[config.mk]
export PLATFORM = sky130hd
export DESIGN_NAME = noc_credit_tx
export DESIGN_NICKNAME = d
export VERILOG_FILES = /design/src/rtl/noc_credit_tx.sv
export SDC_FILE = /design/constraint.sdc
export NUM_CORES = 1
export LEC_CHECK = 0
export ABC_AREA = 1
export BUFFER_PORTS_ARGS = -buffer_cell sky130_fd_sc_hd__buf_2
export CORE_MARGIN = 1.5
export CORE_UTILIZATION = 35
export CTS_BUF_LIST = sky130_fd_sc_hd__clkbuf_8 sky130_fd_sc_hd__clkbuf_16
export DETAILED_ROUTE_END_ITERATION = 10
export PLACE_DENSITY = 0.66
export SYNTH_ARGS = -nofsm -noshare
export SYNTH_HDL_FRONTEND = slang
export SYNTH_SLANG_ARGS = --single-unit
[constraint.sdc]
create_clock -name clk -period 2.5 [get_ports clk]
set_clock_uncertainty 0.05 [all_clocks]
set_input_delay 0.125 -clock clk [delete_from_list [all_inputs] [get_ports clk]]
set_output_delay 0.125 -clock clk [all_outputs]
set_load 0.01 [all_outputs]
[src/rtl/noc_credit_tx.sv]
// Credit-based NoC flit transmitter: one single-entry slot and one credit counter per VC, round-robin send.
// Optional NOC_CREDIT_TX_PKT_LOCK_EN holds arbitration on a VC from its first non-last flit through its last flit.
module noc_credit_tx #(
    parameter int unsigned VC_W    = 2,
    parameter int unsigned A_W     = 8,
    parameter int unsigned D_W     = 32,
    parameter int unsigned CREDITS = 4
) (
    input  logic            clk,
    input  logic            rst,
    input  logic            in_valid,
    output logic            in_ready,
    input  logic [VC_W-1:0] in_vc,
    input  logic [D_W-1:0]  in_data,
    input  logic            in_last,
    input  logic [A_W-1:0]  in_addr,
    output logic [VC_W-1:0] tx_vc_target,
    output logic [D_W-1:0]  tx_data,
    output logic            tx_last,
    output logic [A_W-1:0]  tx_addr,
    input  logic [VC_W-1:0] tx_credit_gnt
);

    localparam int unsigned CNT_W = $clog2(CREDITS + 1);
    localparam int unsigned PTR_W = (VC_W > 1) ? $clog2(VC_W) : 1;
    localparam logic [CNT_W-1:0] CNT_MAX = CNT_W'(CREDITS);

    logic [VC_W-1:0]  slot_full;
    logic [D_W-1:0]   slot_data [VC_W];
    logic [VC_W-1:0]  slot_last;
    logic [A_W-1:0]   slot_addr [VC_W];
    logic [CNT_W-1:0] credit_cnt [VC_W];
    logic [PTR_W-1:0] rr_ptr;

    logic [VC_W-1:0]  has_credit;
    logic [VC_W-1:0]  lock_mask;
    logic [VC_W-1:0]  elig;
    logic [VC_W-1:0]  sel_onehot;
    logic             sel_valid;
    logic [PTR_W-1:0] sel_idx;
    logic             in_vc_onehot;
    logic             accept;

    // Wrap base+off into the VC index range without a general modulo.
    function automatic logic [PTR_W-1:0] rr_idx(input logic [PTR_W-1:0] base, input int unsigned off);
        int unsigned sum;
        sum = 32'(base) + off;
        if (sum >= VC_W) begin
            sum = sum - VC_W;
        end
        return PTR_W'(sum);
    endfunction

    always_comb begin
        has_credit = '0;
        for (int unsigned v = 0; v < VC_W; v++) begin
            has_credit[v] = (credit_cnt[v] != '0);
        end
    end

    assign elig = slot_full & has_credit & lock_mask;

    // Round-robin pick of the first eligible VC at or after rr_ptr.
    always_comb begin
        sel_valid  = 1'b0;
        sel_idx    = '0;
        sel_onehot = '0;
        for (int unsigned i = 0; i < VC_W; i++) begin
            if (!sel_valid && elig[rr_idx(rr_ptr, i)]) begin
                sel_valid = 1'b1;
                sel_idx   = rr_idx(rr_ptr, i);
            end
        end
        if (sel_valid) begin
            sel_onehot[sel_idx] = 1'b1;
        end
    end

    // A slot may take a new flit in the same cycle it is drained.
    assign in_vc_onehot = (in_vc != '0) && ((in_vc & (in_vc - VC_W'(1))) == '0);
    assign in_ready     = !rst && in_vc_onehot &&
                          (((in_vc & ~slot_full) != '0) || ((in_vc & sel_onehot) != '0));
    assign accept       = in_valid && in_ready;

`ifdef NOC_CREDIT_TX_PKT_LOCK_EN
    typedef enum logic {
        LK_OPEN = 1'b0,
        LK_HELD = 1'b1
    } lock_state_t;

    lock_state_t     lock_state;
    lock_state_t     lock_state_nxt;
    logic [VC_W-1:0] lock_vc;
    logic            sel_last;

    assign sel_last = slot_last[sel_idx];

    always_ff @(posedge clk) begin
        if (rst) begin
            lock_state <= LK_OPEN;
        end else begin
            lock_state <= lock_state_nxt;
        end
    end

    always_comb begin
        lock_state_nxt = lock_state;
        case (lock_state)
            LK_OPEN: if (sel_valid && !sel_last) lock_state_nxt = LK_HELD;
            LK_HELD: if (sel_valid && sel_last)  lock_state_nxt = LK_OPEN;
            default: lock_state_nxt = LK_OPEN;
        endcase
    end

    always_comb begin
        lock_mask = '1;
        if (lock_state == LK_HELD) begin
            lock_mask = lock_vc;
        end
    end

    always_ff @(posedge clk) begin
        if (rst) begin
            lock_vc <= '0;
        end else if (sel_valid && !sel_last) begin
            lock_vc <= sel_onehot;
        end
    end
`else
    assign lock_mask = '1;
`endif

    always_ff @(posedge clk) begin
        if (rst) begin
            slot_full <= '0;
        end else begin
            for (int unsigned v = 0; v < VC_W; v++) begin
                if (accept && in_vc[v]) begin
                    slot_full[v] <= 1'b1;
                end else if (sel_onehot[v]) begin
                    slot_full[v] <= 1'b0;
                end
            end
        end
    end

    // Payload storage is qualified by slot_full, so it needs no reset.
    always_ff @(posedge clk) begin
        for (int unsigned v = 0; v < VC_W; v++) begin
            if (accept && in_vc[v]) begin
                slot_data[v] <= in_data;
                slot_last[v] <= in_last;
                slot_addr[v] <= in_addr;
            end
        end
    end

    // Send consumes a credit, grant returns one; both together cancel, grant at full saturates.
    always_ff @(posedge clk) begin
        if (rst) begin
            for (int unsigned v = 0; v < VC_W; v++) begin
                credit_cnt[v] <= CNT_MAX;
            end
        end else begin
            for (int unsigned v = 0; v < VC_W; v++) begin
                case ({sel_onehot[v], tx_credit_gnt[v]})
                    2'b10:   credit_cnt[v] <= credit_cnt[v] - CNT_W'(1);
                    2'b01:   if (credit_cnt[v] != CNT_MAX) credit_cnt[v] <= credit_cnt[v] + CNT_W'(1);
                    default: credit_cnt[v] <= credit_cnt[v];
                endcase
            end
        end
    end

    always_ff @(posedge clk) begin
        if (rst) begin
            tx_vc_target <= '0;
            tx_data      <= '0;
            tx_last      <= 1'b0;
            tx_addr      <= '0;
            rr_ptr       <= '0;
        end else begin
            tx_vc_target <= sel_onehot;
            if (sel_valid) begin
                tx_data <= slot_data[sel_idx];
                tx_last <= slot_last[sel_idx];
                tx_addr <= slot_addr[sel_idx];
                rr_ptr  <= rr_idx(sel_idx, 1);
            end
        end
    end

`ifdef SIMULATION
    always_ff @(posedge clk) begin
        if (!rst) begin
            assert (!in_valid || in_vc_onehot);
            for (int unsigned v = 0; v < VC_W; v++) begin
                assert (!(tx_credit_gnt[v] && !sel_onehot[v] && (credit_cnt[v] == CNT_MAX)));
            end
        end
    end
`endif

endmodule

==> results.yml, run 1 <==
synth:
  synth_fp_nets: 502
  syn_area_sq_mm: 0.00518
  synth_edf_count: 88
  synth-async-reset-ratio_pct: 0
  synthCells: 446
  synth-seq-area-share_pct: 68.8
  synth_seq_cells: 134
  synth.area.top_cells: "edfxtp_1 51%, dfxtp_1 18%, nand2_1 7.0%"
  ys_dominant_reg_cell: "edfxtp_1"
  yosys_warnings: 0
  syn_avg_cell_area_sq_um: 11.6
  yosysTopAreaCell: "edfxtp_1"
  yosysTopAreaCellShare_pct: 51.0
  synth_cell_type_count: 29
power:
  power_density_mw_per_mm2: 834
  design_power_total_w: 0.00580
  irDropWorstVdd_mv: 0.410
  leakage_nw: 3.05
clock_tree:
  cts_tree: "built"
  clock_latency_ps: 420
  clk_pin_slew_ps: 60
  htreeDepth: 4
  clock_path_buffers: 2
  cts_root_buffer: "clkbuf_16"
  numCtsBuffers: 17
  cts.sinks: 134
layout:
  areaGrowthSynthToFinish_pct: 34.1
  register_area_sq_mm: 0.00356
  fill_cells: 1303
  design_area_sq_mm: 0.00695
  layout.nets: 643
  final_common_cell: "nand2_1"
  antenna_cells: 0
  mostFrequentLayoutCells: "94 x nand2_1, 91 x buf_2, 88 x edfxtp_1, 57 x inv_1, 46 x dfxtp_1"
  multi_input_area_sq_mm: 0.00125
  layout-drive-gt1-share_pct: 26.5
  utilization_pct: 48.0
route:
  wl_per_cell_um: 14.1
  via_per_inst: 4.64
  drc: 0
  vias: 3635
  ant_nets: 0
  drt_iter0_drc: 150
  routed_wl_um: 11100
  drt_pass1_iterations: 4
global_route:
  grt_usage_pct: 14.6
  grt_overflow: 0
  antenna_found_initial: 0
  grt_max_degree: 83
  grt_pass1_vias: 3603
  grt_first_pass_wirelength_um: 17700
floorplan:
  rows: 44
  ios: 92
  core_area_sq_mm: 0.0145
  start_util_pct: 35.8
  die_y_um: 125
  die_area_sq_mm: 0.0155
  die_w_um: 125
sta:
  setup_viol: 0
  period_minus_slack_ps: 2400
  finalHoldViolCount: 0
  maxSlewHeadroom_pct: 41.2
  fin_crit_sh_pct: 96.0
  finalSetupTns_ps: 0
  worst_pin_slew_ps: 882
  final_max_slew_viol_count: 0
  max_freq_ghz: 0.417
critical_path:
  worstPathArrival_ps: 2510
  critPathRequiredTime_ps: 2610
  worstSetupPathType: "reg2reg"
  reg2regPathDepth: 13
  slowest_delay_ps: 390
  start_kind: "flop"
  critPathSlowestCell: "fa_2"
  cp-end-kind: "flop"
  crit_chain: "inv_2 > ha_2 > nand2_1 > nand2_2 > inv_2 > nand2_4 > nand2_4 > ha_4 > nand3_4 > fa_2 > xnor2_2 > xor2_1 > nand2_1"
  crit_fanout: 4
worst_hold_path:
  min_path_type: "in2reg"
  worstHoldPathCells: 3
place:
  hpwlAfterDp_um: 6280
  place_area_sq_mm: 0.00580
  io_buffers: 91
  gp_congestion: 0.748
run_status:
  status: "finished clean"
flow_run:
  drv_cap: 0
sequential cells by signal, indices dropped and copies added (netlist names):
name	flops
credit_cnt	6
rr_ptr	1
slot_addr	16
slot_data	64
slot_full	2
slot_last	2
tx_addr	8
tx_data	32
tx_last	1
tx_vc_target	2
critical path: cells and delay by family, from the launching register on:
family                     cells  cell delay, ps
adders and majority gates      3             720
xor gates and xnor gates       2             350
buffers and inverters          2             140
DFF                            1             380
and+or+nand+nor                6             510
cells by family (layout without fill, tap and decap cells):
kind of cell / Yosys count / after routing / share of synthesized area (%)
xor gates and xnor gates: 2 / 2 / 0.338
adders and majority gates: 8 / 8 / 2.08
buffers and inverters: 89 / 243 / 8.14
DFF: 134 / 134 / 68.8
and+or+nand+nor: 155 / 155 / 12.8
AOI/OAI and AO/OA: 58 / 58 / 7.85
stage by stage:
stage	hold WS, ps	std cells	worst slack, ps
after floorplan	174	446	83.9
after global placement	265	709	111
after detailed placement	270	709	-45.2
after CTS	10.2	783	-15.9
after global routing	27.5	784	-46.2
final	33.1	784	101
layout make-up:
cell class | instances | share of cell area, %
clock inverter | 13 | 2.92
tap | 184 | 3.31
inverter | 67 | 3.65
timing repair buffer | 144 | 14.3
clock buffer | 19 | 6.52
multi-input combinational | 223 | 18.0
sequential | 134 | 51.3
Yosys cell counts, drive strengths merged (4+ instances only):
| library cell | count |
|---|---|
| buf | 18 |
| o21ai | 5 |
| nand2 | 99 |
| edfxtp | 88 |
| clkbuf | 4 |
| inv | 67 |
| o211ai | 42 |
| nor2 | 7 |
| nand3 | 46 |
| a21oi | 7 |
| ha | 7 |
| dfxtp | 46 |
layer usage:
layer  track usage (%)  vias to the layer above  share of wire [%]
met2              23.6                       90                 49
met5                 0                        -                  0
met3              5.50                       12                4.6
met1              17.8                     1731                 45
li1                  -                     1802                  -
met4              5.54                        0                1.2
power by group:
part	switching, W	internal, W	total, W
registers	0.0000530	0.00248	0.00253
clock network	0.000909	0.00181	0.00272
logic	0.000305	0.000238	0.000543
total	0.00127	0.00453	0.00580
timing repair:
| action | 4_1_cts | 5_1_grt |
|---|---|---|
| resized for setup | 2 | 17 |
| hold buffers | 42 | 0 |
| hold endpoints to repair | 87 | 0 |
| pin swaps | 1 | 6 |
| setup buffers | 0 | 1 |
| endpoints found under the setup margin | 2 | 5 |
final timing paths:
path	slack (ps)	from	to
setup / recovery	100	credit_cnt[1][1]	credit_cnt[0][2]
hold / removal	30	in_valid	slot_full[0]
setup reg to reg	100	credit_cnt[1][1]	credit_cnt[0][2]
hold reg to reg	440	tx_data[23]	tx_data[23]
Power figures use the tool's default switching activity.
==> run 2: changes to the inputs <==
--- a/config.mk
+++ b/config.mk
@@ -8,10 +8,10 @@
 export ABC_AREA = 1
 export BUFFER_PORTS_ARGS = -buffer_cell sky130_fd_sc_hd__buf_2
 export CORE_MARGIN = 1.5
-export CORE_UTILIZATION = 35
+export CORE_UTILIZATION = 50
 export CTS_BUF_LIST = sky130_fd_sc_hd__clkbuf_8 sky130_fd_sc_hd__clkbuf_16
 export DETAILED_ROUTE_END_ITERATION = 10
-export PLACE_DENSITY = 0.66
+export PLACE_DENSITY = 0.85
 export SYNTH_ARGS = -nofsm -noshare
 export SYNTH_HDL_FRONTEND = slang
 export SYNTH_SLANG_ARGS = --single-unit
==> constraint.sdc (replaced) <==
create_clock -name clk -period 2.5 [get_ports clk]
set_clock_uncertainty 0.05 [all_clocks]
set_input_delay 0.25 -clock clk [delete_from_list [all_inputs] [get_ports clk]]
set_output_delay 0.25 -clock clk [all_outputs]
set_load 0.01 [all_outputs]
==> run 2 against run 1 <==
Die area fell by 29%. Clock-buffer cell count fell by 1. Hold slack improved by 37 ps. Critical path type unchanged. Largest cell class unchanged.
==> results.yml, run 2 (synthesis gave the netlist of run 1 again) <==
sta:
  timing.final.ws_setup_ps: 20.1
  period_minus_slack_ps: 2480
  setup_viol: 0
  maxSlewHeadroom_pct: 45.3
  finalHoldViolCount: 0
  fin_crit_sh_pct: 99.2
  max_freq_ghz: 0.403
  final_max_slew_viol_count: 0
  worst_pin_slew_ps: 820
critical_path:
  crit_fanout: 5
  crit_family: "simple AND/OR/NAND/NOR gates"
  critPathRequiredTime_ps: 2690
  crit_chain: "inv_1 > ha_2 > nand2_1 > nand2_2 > inv_2 > nand2_4 > buf_12 > inv_4 > ha_1 > inv_1 > a21oi_2 > inv_2 > nor2_4 > nor3_1 > a21oi_2 > nand2_1"
  cp-end-kind: "flop"
  slowest_delay_ps: 410
  start_kind: "flop"
  worstSetupPathType: "reg2reg"
  worstPathArrival_ps: 2670
  path_buf_inv: 6
  critPathSlowestCell: "edfxtp_1"
global_route:
  grt_overflow: 0
  grt_first_pass_wirelength_um: 18100
  grt_pass1_vias: 3836
  antenna_found_initial: 0
  grt_max_degree: 83
  grt_usage_pct: 21.1
clock_tree:
  htreeDepth: 4
  clock_latency_ps: 500
  cts_root_buffer: "clkbuf_8"
  cts_tree: "built"
  clock_path_buffers: 2
  clk_pin_slew_ps: 60
  numCtsBuffers: 17
  cts.sinks: 134
route:
  drt_pass1_iterations: 4
  via_per_inst: 5.09
  routed_wl_um: 11100
  drt_iter0_drc: 219
  wl_per_cell_um: 15.1
  drc: 0
  ant_nets: 0
  vias: 3746
layout:
  layout-drive-gt1-share_pct: 26.7
  areaGrowthSynthToFinish_pct: 33.0
  utilization_pct: 69.5
  layout.nets: 646
  top_register: "slot_data"
  final_common_cell: "nand2_1"
  largest_register_ffs: 64
  mostFrequentLayoutCells: "94 x nand2_1, 91 x buf_2, 88 x edfxtp_1, 58 x inv_1, 46 x dfxtp_1"
  antenna_cells: 0
  fill_cells: 716
  register_area_sq_mm: 0.00356
  multi_input_area_sq_mm: 0.00125
  reg_top3: "slot_data: 64 flops, tx_data: 32 flops, slot_addr: 16 flops"
power:
  power_frac_comb_pct: 9.9
  pwr-share-seq_pct: 44.2
  p_int_w: 0.00446
  power_frac_clock_pct: 45.9
  power_density_mw_per_mm2: 832
  switching_share_pct: 22.1
  irDropWorstVdd_mv: 0.487
  leakage_nw: 3.07
  p_sw_w: 0.00127
place:
  dp_slack_ps: -123
  gp_congestion: 0.842
  hpwlAfterDp_um: 6340
  io_buffers: 91
flow_run:
  drv_cap: 0
floorplan:
  die_w_um: 105
  ios: 92
  core_area_sq_mm: 0.00991
  start_util_pct: 52.3
  die_area_sq_mm: 0.0110
  rows: 36
  die_y_um: 105
worst_hold_path:
  min_path_type: "in2reg"
run_status:
  status: "finished clean"
-- run 2: metrics by stage --
step | cells | area [sq um] | total power (W) | hold WS (ps) | TNS [ps]
4_1_cts | 730 | 6810 | 0.00573 | 33.4 | 0
5_1_grt | 736 | 6890 | 0.00593 | 42.6 | -76.2
3_3_place_gp | 655 | 5710 | 0.00299 | 389 | 0
3_5_place_dp | 655 | 5710 | 0.00303 | 392 | -238
6_report | 736 | 6890 | 0.00573 | 70.2 | 0
2_1_floorplan | 446 | 5180 | 0.00286 | 299 | 0
-- run 2: final cells by class --
type	instances	share of cell area (%)
Sequential cell	134	51.7
Multi-Input combinational cell	223	18.2
Timing Repair Buffer	147	14.8
Clock buffer	18	6.21
Inverter	67	3.69
Clock inverter	14	3.01
Tap cell	133	2.42
-- run 2: path summary, 6_finish.rpt --
check / start / to / slack, ps / cells after the start
worst min-delay path: in_valid / slot_full[1] / 70 / 3
worst min register to register: tx_data[12] / tx_data[12] / 440 / 2
worst max-delay path: credit_cnt[1][0] / credit_cnt[1][2] / 20 / 16
worst max register to register: credit_cnt[1][0] / credit_cnt[1][2] / 20 / 16
-- run 2: power by group through the flow --
stage / sequential [W] / combinational, W / clock (W)
6_report: 0.00253 / 0.000568 / 0.00263
5_1_grt: 0.00254 / 0.000623 / 0.00277
4_1_cts: 0.00253 / 0.000532 / 0.00267
3_5_place_dp: 0.00258 / 0.000456 / 0
3_3_place_gp: 0.00257 / 0.000420 / 0
2_1_floorplan: 0.00260 / 0.000262 / 0
-- run 2: worst min-delay path, stage by stage --
cell and delay, ps:
buf_2 110, nand4_1 130, a21oi_1 80
-- run 2: repair_timing --
action	in CTS	in global routing
resized for setup	10	10
hold buffers	42	0
cloned	0	0
pin swaps	1	4
hold endpoints to repair	87	0
endpoints found under the setup margin	5	8
setup buffers	1	6
-- run 2: metal layers --
metal | vias up | wire length [um] | global-route usage, %
li1 | 1812 | - | -
met1 | 1807 | 4460 | 24.0
met2 | 110 | 6040 | 37.3
met3 | 17 | 460 | 5.36
met4 | 0 | 165 | 9.59
met5 | - | 0 | 0
==> run 3: changes to the inputs <==
--- a/config.mk
+++ b/config.mk
@@ -7,11 +7,13 @@
 export LEC_CHECK = 0
 export ABC_AREA = 1
 export BUFFER_PORTS_ARGS = -buffer_cell sky130_fd_sc_hd__buf_2
+export CELL_PAD_IN_SITES_DETAIL_PLACEMENT = 0
+export CELL_PAD_IN_SITES_GLOBAL_PLACEMENT = 2
 export CORE_MARGIN = 1.5
-export CORE_UTILIZATION = 50
+export CORE_UTILIZATION = 33
 export CTS_BUF_LIST = sky130_fd_sc_hd__clkbuf_8 sky130_fd_sc_hd__clkbuf_16
 export DETAILED_ROUTE_END_ITERATION = 10
-export PLACE_DENSITY = 0.85
+export PLACE_DENSITY = 0.86
 export SYNTH_ARGS = -nofsm -noshare
 export SYNTH_HDL_FRONTEND = slang
 export SYNTH_SLANG_ARGS = --single-unit
==> constraint.sdc (replaced) <==
create_clock -name clk -period 2.5 [get_ports clk]
set_clock_uncertainty 0.05 [all_clocks]
set_input_delay 0.25 -clock clk [delete_from_list [all_inputs] [get_ports clk]]
set_output_delay 0.25 -clock clk [all_outputs]
set_load 0.1 [all_outputs]
==> run 3 against run 2 <==
Flip-flop and latch count stayed put. Sequential share of layout area grew 0.11 points. Core utilization shrank 24 points. Largest power group is now sequential cells.
==> results.yml, run 3 (synthesis gave the netlist of run 1 again) <==
layout:
  areaGrowthSynthToFinish_pct: 32.7
  largest_register_ffs: 64
  reg_top3: "slot_data: 64 flops, tx_data: 32 flops, slot_addr: 16 flops"
  top_register: "slot_data"
  layout-drive-gt1-share_pct: 25.8
  antenna_cells: 0
  register_area_sq_mm: 0.00356
  mostFrequentLayoutCells: "95 x nand2_1, 90 x buf_2, 88 x edfxtp_1, 58 x inv_1, 46 x dfxtp_1"
  fill_cells: 1433
  layout.nets: 643
  final_common_cell: "nand2_1"
  multi_input_area_sq_mm: 0.00122
clock_tree:
  clock_latency_ps: 410
  cts.sinks: 134
  clk_pin_slew_ps: 60
  htreeDepth: 4
  numCtsBuffers: 17
  cts_tree: "built"
  cts_root_buffer: "clkbuf_16"
  clock_path_buffers: 2
critical_path:
  worstSetupPathType: "reg2reg"
  critPathRequiredTime_ps: 2610
  start_kind: "flop"
  cp-end-kind: "flop"
  reg2regPathDepth: 13
  regToRegStartpoint: "credit_cnt[1][1]"
  worstPathArrival_ps: 2500
  crit_path_frequent_cell: "nand2_1"
  slowest_delay_ps: 400
  crit_fanout: 3
  critPathSlowestCell: "fa_2"
  crit_chain: "inv_1 > ha_2 > nand2_1 > nand2_2 > inv_2 > nand2_4 > nand2_1 > ha_1 > nand3_1 > fa_2 > xnor2_2 > xor2_1 > nand2_1"
  crit_family: "adder cells"
  r2r_slack_ps: 110
  r2r_end: "credit_cnt[0][2]"
  path_buf_inv: 2
sta:
  rsz0062_at_grt: "yes"
  final_max_slew_viol_count: 0
  max_freq_ghz: 0.419
  timing.final.ws_setup_ps: 114
  worst_pin_slew_ps: 872
  hold_ws_ps: 106
  maxSlewHeadroom_pct: 41.9
  period_minus_slack_ps: 2390
  finalHoldViolCount: 0
  setup_viol: 0
  fin_crit_sh_pct: 95.4
  finalSetupTns_ps: 0
place:
  hpwlAfterDp_um: 6520
  dp_slack_ps: 28.1
  io_buffers: 91
  gp_congestion: 0.711
floorplan:
  die_area_sq_mm: 0.0165
  core_area_sq_mm: 0.0153
  die_w_um: 128
  start_util_pct: 34.0
  rows: 45
  ios: 92
  die_y_um: 128
route:
  drt_iter0_drc: 135
  route.met2.wl_um: 5290
  via_per_inst: 4.46
  routed_wl_um: 11100
  drt_pass1_iterations: 4
  highest_layer: "met4"
  ant_nets: 0
  wl_met1_um: 5230
  vias: 3617
  wl_per_cell_um: 13.7
  dr_wl_met3_um: 418
  drc: 0
flow_run:
  drv_cap: 0
worst_hold_path:
  whs_endpoint: "tx_vc_target[0]"
  min_path_type: "in2reg"
  worstHoldPathCells: 2
  min_from: "rst"
global_route:
  grt_pass1_vias: 3621
  grt_first_pass_wirelength_um: 18100
  grt_overflow: 0
  grt_usage_pct: 14.4
  antenna_found_initial: 0
  grt_max_degree: 83
run_status:
  status: "finished clean"
power:
  leakage_nw: 3.01
  irDropWorstVdd_mv: 0.487
  power_density_mw_per_mm2: 850
[run 3: where the power goes]
group | switching [W] | internal (W) | total (W)
sequential | 0.0000558 | 0.00248 | 0.00253
clock | 0.000917 | 0.00148 | 0.00240
combinational | 0.000678 | 0.000235 | 0.000914
[run 3: final cells by class]
type                       count  area share [%]
clock buffer                  18            6.39
clock inverter                14            1.97
inverter                      67            3.69
multi-input combinational    223            17.8
sequential                   134            51.8
tap                          211            3.84
timing repair buffer         144            14.5
[run 3: metal layers]
metal / up-vias / global-route usage [%]
met5: - / 0
met4: 0 / 5.95
met2: 74 / 23.6
met3: 11 / 3.38
met1: 1727 / 18.5
li1: 1805 / -
[run 3: repair_timing]
| item | CTS | global route |
|---|---|---|
| pin swaps | 1 | 0 |
| hold buffers | 41 | 0 |
| setup endpoints to repair | 1 | 5 |
| endpoints found under the hold margin | 82 | 0 |
| gates resized for setup | 0 | 9 |
| buffers inserted | 0 | 1 |
[run 3: through the flow]
stage	std cells	cell area (sq um)	total power (W)	utilization, %
after floorplan	446	5180	0.00324	-
after global placement	737	5860	0.00341	38.4
after detailed placement	737	5860	0.00343	38.4
after CTS	810	6850	0.00589	44.9
after global routing	811	6880	0.00607	45.1
final	811	6880	0.00584	45.1
[run 3: worst max path at each step]
stage	start	endpoint	slack [ps]	cells past startpoint
floorplan	credit_cnt[1][0]	credit_cnt[0][2]	80	13
global placement	credit_cnt[1][0]	credit_cnt[0][2]	100	13
detailed placement	credit_cnt[1][1]	credit_cnt[0][2]	30	13
CTS	credit_cnt[1][1]	credit_cnt[0][2]	10	13
global route	credit_cnt[1][0]	credit_cnt[0][2]	-50	13
finish	credit_cnt[1][1]	credit_cnt[0][2]	110	13
